===== config.mk =====
export PLATFORM = sky130hd
export DESIGN_NAME = pipelined_adder
export DESIGN_NICKNAME = d
export VERILOG_FILES = /design/src/rtl/pipelined_adder.sv
export SDC_FILE = /design/constraint.sdc
export NUM_CORES = 1
export LEC_CHECK = 0
export BUFFER_PORTS_ARGS = -buffer_cell sky130_fd_sc_hd__buf_2
export CORE_UTILIZATION = 41
export CTS_BUF_LIST = sky130_fd_sc_hd__clkbuf_4 sky130_fd_sc_hd__clkbuf_8 sky130_fd_sc_hd__clkbuf_16
export CTS_CLUSTER_DIAMETER = 100
export CTS_CLUSTER_SIZE = 10
export DETAILED_ROUTE_END_ITERATION = 8
export HOLD_SLACK_MARGIN = 0.08
export PLACE_DENSITY_LB_ADDON = 0.2
export SYNTH_ARGS = -nofsm -noshare
export SYNTH_HDL_FRONTEND = slang
export SYNTH_SLANG_ARGS = --single-unit

===== constraint.sdc =====
create_clock -name clk -period 3.6 [get_ports clk]
set_input_delay 0 -clock clk [delete_from_list [all_inputs] [get_ports clk]]
set_output_delay 0 -clock clk [all_outputs]
set_load 0.005 [all_outputs]

===== src/rtl/pipelined_adder.sv =====
// Pipelined ripple-carry adder/subtractor: WIDTH bits split into STAGES registered
// carry-chain segments, with signed overflow and a valid/ready handshake.
module pipelined_adder #(
    parameter int unsigned WIDTH  = 16,
    parameter int unsigned STAGES = 4
) (
    input  logic             clk,
    input  logic             rst,
    input  logic             in_valid,
    output logic             in_ready,
    input  logic [WIDTH-1:0] a,
    input  logic [WIDTH-1:0] b,
    input  logic             cin,
    input  logic             sub,
    output logic             out_valid,
    input  logic             out_ready,
    output logic [WIDTH-1:0] sum,
    output logic             cout,
    output logic             ovf
);

    localparam int unsigned CHUNK = WIDTH / STAGES;
    localparam int unsigned CW    = CHUNK + 1;
    localparam int unsigned MSB   = WIDTH - 1;

    // Per-stage registers; operands travel with the beat so later stages can add their chunk.
    logic             vld_q   [STAGES];
    logic [WIDTH-1:0] a_q     [STAGES];
    logic [WIDTH-1:0] bp_q    [STAGES];
    logic [WIDTH-1:0] sum_q   [STAGES];
    logic             carry_q [STAGES];
    logic             ovf_q;

    logic             src_vld [STAGES];
    logic [WIDTH-1:0] src_a   [STAGES];
    logic [WIDTH-1:0] src_b   [STAGES];
    logic [WIDTH-1:0] src_sum [STAGES];
    logic             src_c   [STAGES];

    logic             vld_d   [STAGES];
    logic [WIDTH-1:0] a_d     [STAGES];
    logic [WIDTH-1:0] bp_d    [STAGES];
    logic [WIDTH-1:0] sum_d   [STAGES];
    logic             carry_d [STAGES];
    logic             ovf_d;
    logic [CW-1:0]    part;
    logic             adv;

    // Next-state for every stage: each adds its own chunk on top of what its predecessor holds.
    always_comb begin
        adv        = out_ready || !vld_q[STAGES-1];
        part       = '0;
        src_vld[0] = in_valid;
        src_a[0]   = a;
        src_b[0]   = sub ? ~b : b;
        src_sum[0] = '0;
        src_c[0]   = cin ^ sub;
        for (int k = 1; k < STAGES; k++) begin
            src_vld[k] = vld_q[k-1];
            src_a[k]   = a_q[k-1];
            src_b[k]   = bp_q[k-1];
            src_sum[k] = sum_q[k-1];
            src_c[k]   = carry_q[k-1];
        end
        for (int k = 0; k < STAGES; k++) begin
            part = {1'b0, src_a[k][k*CHUNK +: CHUNK]}
                 + {1'b0, src_b[k][k*CHUNK +: CHUNK]}
                 + CW'(src_c[k]);
            vld_d[k]                    = src_vld[k];
            a_d[k]                      = src_a[k];
            bp_d[k]                     = src_b[k];
            sum_d[k]                    = src_sum[k];
            sum_d[k][k*CHUNK +: CHUNK]  = part[CHUNK-1:0];
            carry_d[k]                  = part[CHUNK];
        end
        ovf_d = (src_a[STAGES-1][MSB] == src_b[STAGES-1][MSB])
             && (sum_d[STAGES-1][MSB] != src_a[STAGES-1][MSB]);
    end

    // The whole pipeline advances or holds as one; bubbles move with it.
    always_ff @(posedge clk or posedge rst) begin
        if (rst) begin
            for (int k = 0; k < STAGES; k++) begin
                vld_q[k]   <= 1'b0;
                a_q[k]     <= '0;
                bp_q[k]    <= '0;
                sum_q[k]   <= '0;
                carry_q[k] <= 1'b0;
            end
            ovf_q <= 1'b0;
        end else if (adv) begin
            for (int k = 0; k < STAGES; k++) begin
                vld_q[k]   <= vld_d[k];
                a_q[k]     <= a_d[k];
                bp_q[k]    <= bp_d[k];
                sum_q[k]   <= sum_d[k];
                carry_q[k] <= carry_d[k];
            end
            ovf_q <= ovf_d;
        end
    end

    assign in_ready  = adv;
    assign out_valid = vld_q[STAGES-1];
    assign sum       = sum_q[STAGES-1];
    assign cout      = carry_q[STAGES-1];
    assign ovf       = ovf_q;

endmodule


==> flow_summary.json, run 1 <==
{
  "hp-start": "a[2]",
  "path_clk_slew_ns": 0.10,
  "tightest_slew_ns": 1.04,
  "dp.cells": 636,
  "cts_resized": 0,
  "startpoint": "carry_q[1]",
  "first_iter_violations": 141,
  "diodes": 0,
  "clk_latency_ns": 0.36,
  "finalCriticalPeriod_ns": 1.87,
  "hp-class": "primary input to flip-flop",
  "vias": 3126,
  "routabilityCongestion": 0.771,
  "fp.dieW_um": 105,
  "crit_arrival_ns": 2.07,
  "cts_made_buffers": 9,
  "globalRouteOverflowTotal": 0,
  "mostFrequentLayoutCells": "224 x nand2_1, 97 x dfrtp_1, 57 x buf_2",
  "final.setup.tns_ns": 0,
  "finalSetupViolCount": 0,
  "crit_family": "adder cells",
  "p_per_area_nw_per_um2": 764,
  "synth_top_area_share_pct": 56.2,
  "grt_usage_pct": 15.8,
  "ir_drop_uv": 384,
  "cp_slowest_stage_delay_ns": 0.48,
  "final_cells": 681,
  "cap_violations": 0,
  "start_util_pct": 42.1,
  "hpwl_um": 5030,
  "rsz0062_at_grt": "false",
  "startpoint_type": "flip-flop",
  "first_global_vias": 3150,
  "min_to": "src_sum[35]",
  "hold_depth": 5,
  "r2r_cells": 5,
  "path_class": "flip-flop to flip-flop",
  "drt-total-wl_um": 7730,
  "worst-path-buf-inv": 0,
  "yosysWarnings": 0,
  "synth.avg_cell_area_sq_um": 9.36,
  "r2r-end": "cout",
  "min_period_over_period_pct": 51.9,
  "mostFrequentLayoutCell": "nand2_1",
  "final_nets": 598,
  "h-tree-depth": 3,
  "crit_path_cell_trace": "fa_1, fa_1, a21o_1, a21oi_1, a21oi_1",
  "max_slew_margin_pct": 30.7,
  "worst-path-stages": 5,
  "io_pins": 58,
  "area_growth_syn_to_layout_pct": 20.1,
  "syn-cell-area_sq_um": 4320,
  "synth_cell_types": 26,
  "tritoncts": "done",
  "hold_buffers": 29,
  "cts.sinks": 97,
  "hold_viol_final": 0,
  "endpoint_kind": "flip-flop",
  "violations": "design-rule violations",
  "max_freq_mhz": 536,
  "grt_max_degree": 109,
  "synth_fp_nets": 520,
  "required_ns": 3.81,
  "drive_gt1_share_pct": 14.9,
  "grt_pass1_wl_um": 14100,
  "yosysTopAreaCell": "dfrtp_1",
  "worstReg2RegStart": "carry_q[1]",
  "clk_path_buf_depth": 2,
  "drtAntennaViolNets": 0,
  "p_leak_uw": 0.00269,
  "dr.pass1.iters": 6,
  "drc": 2,
  "antenna_found_initial": 0,
  "rrSetupSlack_ns": 1.73,
  "numPortBuffers": 57,
  "dieArea_sq_um": 11000,
  "status": "finished, violations left",
  "post_cts_buffers": 0,
  "rows": 37,
  "ys_ff_latch": 97,
  "crit_path_max_fanout": 3,
  "drv_slew": 0,
  "core_area_sq_um": 10300,
  "clock-root-buffer": "clkbuf_8",
  "viasPerCell": 4.59,
  "fin_worst_skew_ns": 0.00972,
  "die_y_um": 105,
  "critPathSlowestCell": "fa_1",
  "synth_area_leaders": "dfrtp_1 56%, nand2_1 19%, fa_1 3.7%, ha_1 3.5%, xnor2_1 3.0%",
  "wire_per_inst_um": 11.3,
  "ys_seq_area_share_pct": 56.2,
  "synth_cells": 462
}
-- area by class of cell --
cell class / instances / area (sq um)
Clock inverter: 6 / 73.8
Tap cell: 136 / 170
Clock buffer: 10 / 131
Fill cell: 1023 / 5090
Sequential cell: 97 / 2430
Timing Repair Buffer: 90 / 606
Inverter: 11 / 43.8
Multi-Input combinational cell: 331 / 1740
-- Yosys cell counts --
library cell  number
a211oi_1           2
a21boi_0           2
a21o_1             5
a21oi_1           12
buf_2             11
buf_4              4
buf_6              1
clkbuf_1           7
dfrtp_1           97
fa_1               8
ha_1              12
inv_1             10
inv_2              1
mux2i_1            3
nand2_1          224
nand2b_1           1
nand3_1            4
nor2_1             6
nor2b_1            5
o2111ai_1          3
o21ai_0           19
o31ai_1            1
o41ai_2            1
or4_1              3
xnor2_1           15
xor2_1             5
-- worst reg2reg max path: cells and delay by family, from the launching register on --
family,cells,cell delay (ns)
adder cells (fa/ha/maj),2,0.91
flip-flops,1,0.41
AO/OA/AOI/OAI,3,0.40
-- report_power, final --
group | total, uW | internal, uW | switching, uW
clock network | 729 | 341 | 389
logic | 1390 | 612 | 782
registers | 1840 | 1570 | 271
total | 3960 | 2520 | 1440
-- cell families after synthesis --
logic type      after synthesis  synth area share, %
simple gates                243                 21.8
buf+inv                      34                 3.79
flops                        97                 56.2
xor+xnor                     20                 4.05
compound gates               45                 6.31
fa+ha+maj                    20                 7.18
mux                           3                0.695
-- worst max path at each step --
stage	to	slack, ns
6_report	cout	1.73
5_1_grt	cout	1.63
4_1_cts	cout	1.71
3_5_place_dp	carry_q[3]	1.55
3_3_place_gp	carry_q[3]	1.62
2_1_floorplan	a_d[12]	1.07
-- metal layers --
layer / global-route usage [%] / up-vias / routed length, um
li1: - / 1615 / -
met1: 21.2 / 1454 / 3920
met2: 25.5 / 44 / 3450
met3: 2.62 / 13 / 227
met4: 6.24 / 0 / 136
met5: 0 / - / 0
-- sequential cells by signal, indices dropped and copies added, names as in the netlist --
name	cells
carry_q	3
sum	16
src_vld	3
cout	1
a_d	24
out_valid	1
bp_d	24
src_sum	24
ovf	1
-- through the flow --
stage | setup slack, ns | instance area [sq um] | hold slack (ns) | utilization (%) | power, uW
after floorplan | 1.07 | 4320 | 0.112 | - | 2860
after CTS | 1.71 | 5190 | 0.0949 | 50.5 | 4030
after global routing | 1.63 | 5190 | 0.135 | 50.5 | 4340
after detailed placement | 1.55 | 4700 | 0.199 | 45.7 | 3260
final | 1.73 | 5190 | 0.126 | 50.5 | 3960
after global placement | 1.62 | 4700 | 0.198 | 45.7 | 3200
No activity file was read; power rests on OpenSTA's default activity.
==> run 2: changes to the inputs <==
Clock period 3.6 ns to 1.8 ns, I/O delays scaled along.
==> run 2 against run 1 <==
Compared with the run above:
- the flow still finishes with violations (design-rule violations)
- sequential share of layout area shrank 1.3 points
- count of clock-buffer cells in the layout is the same
- register-to-register slack lost 1.7 ns
- first-iteration DRC count grew 7.8%
- clock power grew 100%
- critical endpoint unchanged
- largest power group unchanged
- highest routed layer unchanged
==> flow_summary.json, run 2 (synthesized netlist as in run 1, its figures left out) <==
{
  "status": "finished, violations left",
  "violations": "design-rule violations",
  "final.setup.tns_ns": 0,
  "wl_met3_um": 228,
  "switchingPower_uw": 2840,
  "path_clk_slew_ns": 0.09,
  "clk_path_buf_depth": 2,
  "design_area_sq_um": 5340,
  "cap_violations": 0,
  "placed_cell_area_sq_um": 4780,
  "hp-class": "primary input to flip-flop",
  "max_freq_mhz": 577,
  "whs_ns": 0.135,
  "p_per_area_nw_per_um2": 1520,
  "viasPerCell": 4.53,
  "drt-total-wl_um": 7860,
  "drc": 2,
  "tritoncts": "done",
  "clk_latency_ns": 0.35,
  "clkPwrFrac_pct": 18.2,
  "fp.dieW_um": 105,
  "cts.sinks": 97,
  "first_iter_violations": 152,
  "path_class": "flip-flop to flip-flop",
  "final_nets": 612,
  "finalCriticalPeriod_ns": 1.73,
  "dr.pass1.iters": 6,
  "r2r_cells": 5,
  "switching_share_pct": 34.8,
  "cts_made_buffers": 9,
  "numPortBuffers": 57,
  "globalRouteOverflowTotal": 0,
  "routabilityCongestion": 0.799,
  "finalSetupViolCount": 0,
  "drive_gt1_share_pct": 17.1,
  "grt_pass1_wl_um": 14200,
  "rows": 37,
  "io_pins": 58,
  "p_leak_uw": 0.00276,
  "sequentialPowerShare_pct": 45.3,
  "grt_max_degree": 71,
  "required_ns": 2.03,
  "fin_util_pct": 52.0,
  "dieArea_sq_um": 11000,
  "clock-root-buffer": "clkbuf_8",
  "drv_slew": 0,
  "hold_viol_final": 0,
  "hold_depth": 5,
  "startpoint_type": "flip-flop",
  "grt_usage_pct": 16.0,
  "drtAntennaViolNets": 0,
  "mostFrequentLayoutCells": "224 x nand2_1, 97 x dfrtp_1, 57 x buf_2",
  "hpwl_um": 5160,
  "diodes": 0,
  "rsz0062_at_grt": "false",
  "vias": 3136,
  "antenna_found_initial": 0,
  "die_y_um": 105,
  "fin_worst_skew_ns": 0.00670,
  "crit_arrival_ns": 1.97,
  "h-tree-depth": 3,
  "topRoutingLayerUsed": "met4",
  "core_area_sq_um": 10300,
  "wire_per_inst_um": 11.4,
  "wl_met2_um": 3490,
  "total_power_uw": 8150,
  "first_global_vias": 3152,
  "min_period_over_period_pct": 96.3,
  "internal-power_uw": 5310,
  "endpoint_kind": "flip-flop",
  "start_util_pct": 42.1,
  "power_frac_comb_pct": 36.5,
  "max_slew_margin_pct": 73.2,
  "wirelength_met1_um": 4020,
  "tightest_slew_ns": 0.402,
  "area_growth_syn_to_layout_pct": 23.6,
  "ir_drop_uv": 568,
  "mostFrequentLayoutCell": "nand2_1",
  "crit_path_max_fanout": 3
}
==> run 2: path summary, 6_finish.rpt <==
| path | from | endpoint | slack [ns] |
|---|---|---|---|
| max | bp_d[12] | cout | 0.07 |
| min | a[2] | src_sum[35] | 0.13 |
| max reg2reg | bp_d[12] | cout | 0.07 |
| min reg2reg | sum[0] | sum[0] | 0.46 |
| max in group asynchronous | rst | a_d[24] | 1.19 |
| min in group asynchronous | rst | bp_d[40] | 0.29 |
==> run 2: per-layer routing <==
metal  GRT usage [%]  vias to the layer above
met5               0                        -
met4            6.34                        0
met1            21.8                     1446
met3            3.06                       13
met2            25.5                       46
li1                -                     1631
==> run 2: metrics by stage <==
stage | instances | setup WS, ns
after floorplan | 462 | 0.00128
after global placement | 644 | 0.0238
after detailed placement | 644 | -0.0670
after CTS | 688 | 0.00984
after global routing | 692 | 0.0193
final | 692 | 0.0667
==> run 2: worst max-delay path, cell delays in order, from the launching register on <==
cell	delay, ns
dfrtp_1	0.41
fa_2	0.43
fa_2	0.35
a21o_1	0.20
a21oi_2	0.15
a21oi_1	0.08
==> run 2: area by class of cell <==
type                            count  area, sq um
Sequential cell                    97         2430
Clock inverter                      3         67.6
Clock buffer                       10          138
Tap cell                          136          170
Fill cell                        1014         4930
Multi-Input combinational cell    331         1750
Timing Repair Buffer              104          741
Inverter                           11         45.0
==> run 2: power groups by stage <==
stage	Combinational, uW	Clock, uW	Sequential [uW]
after floorplan	2100	0	3630
after global placement	2810	0	3700
after detailed placement	2880	0	3740
after CTS	2960	1540	3700
after global routing	3470	1620	3830
final	2970	1490	3690
==> run 2: repair_timing <==
| item | 4_1_cts | 5_1_grt |
|---|---|---|
| hold buffers | 31 | 0 |
| pin swaps | 0 | 1 |
| setup buffers | 0 | 4 |
| endpoints found under the hold margin | 128 | 0 |
| setup endpoints to repair | 1 | 5 |
| resized for setup | 2 | 3 |
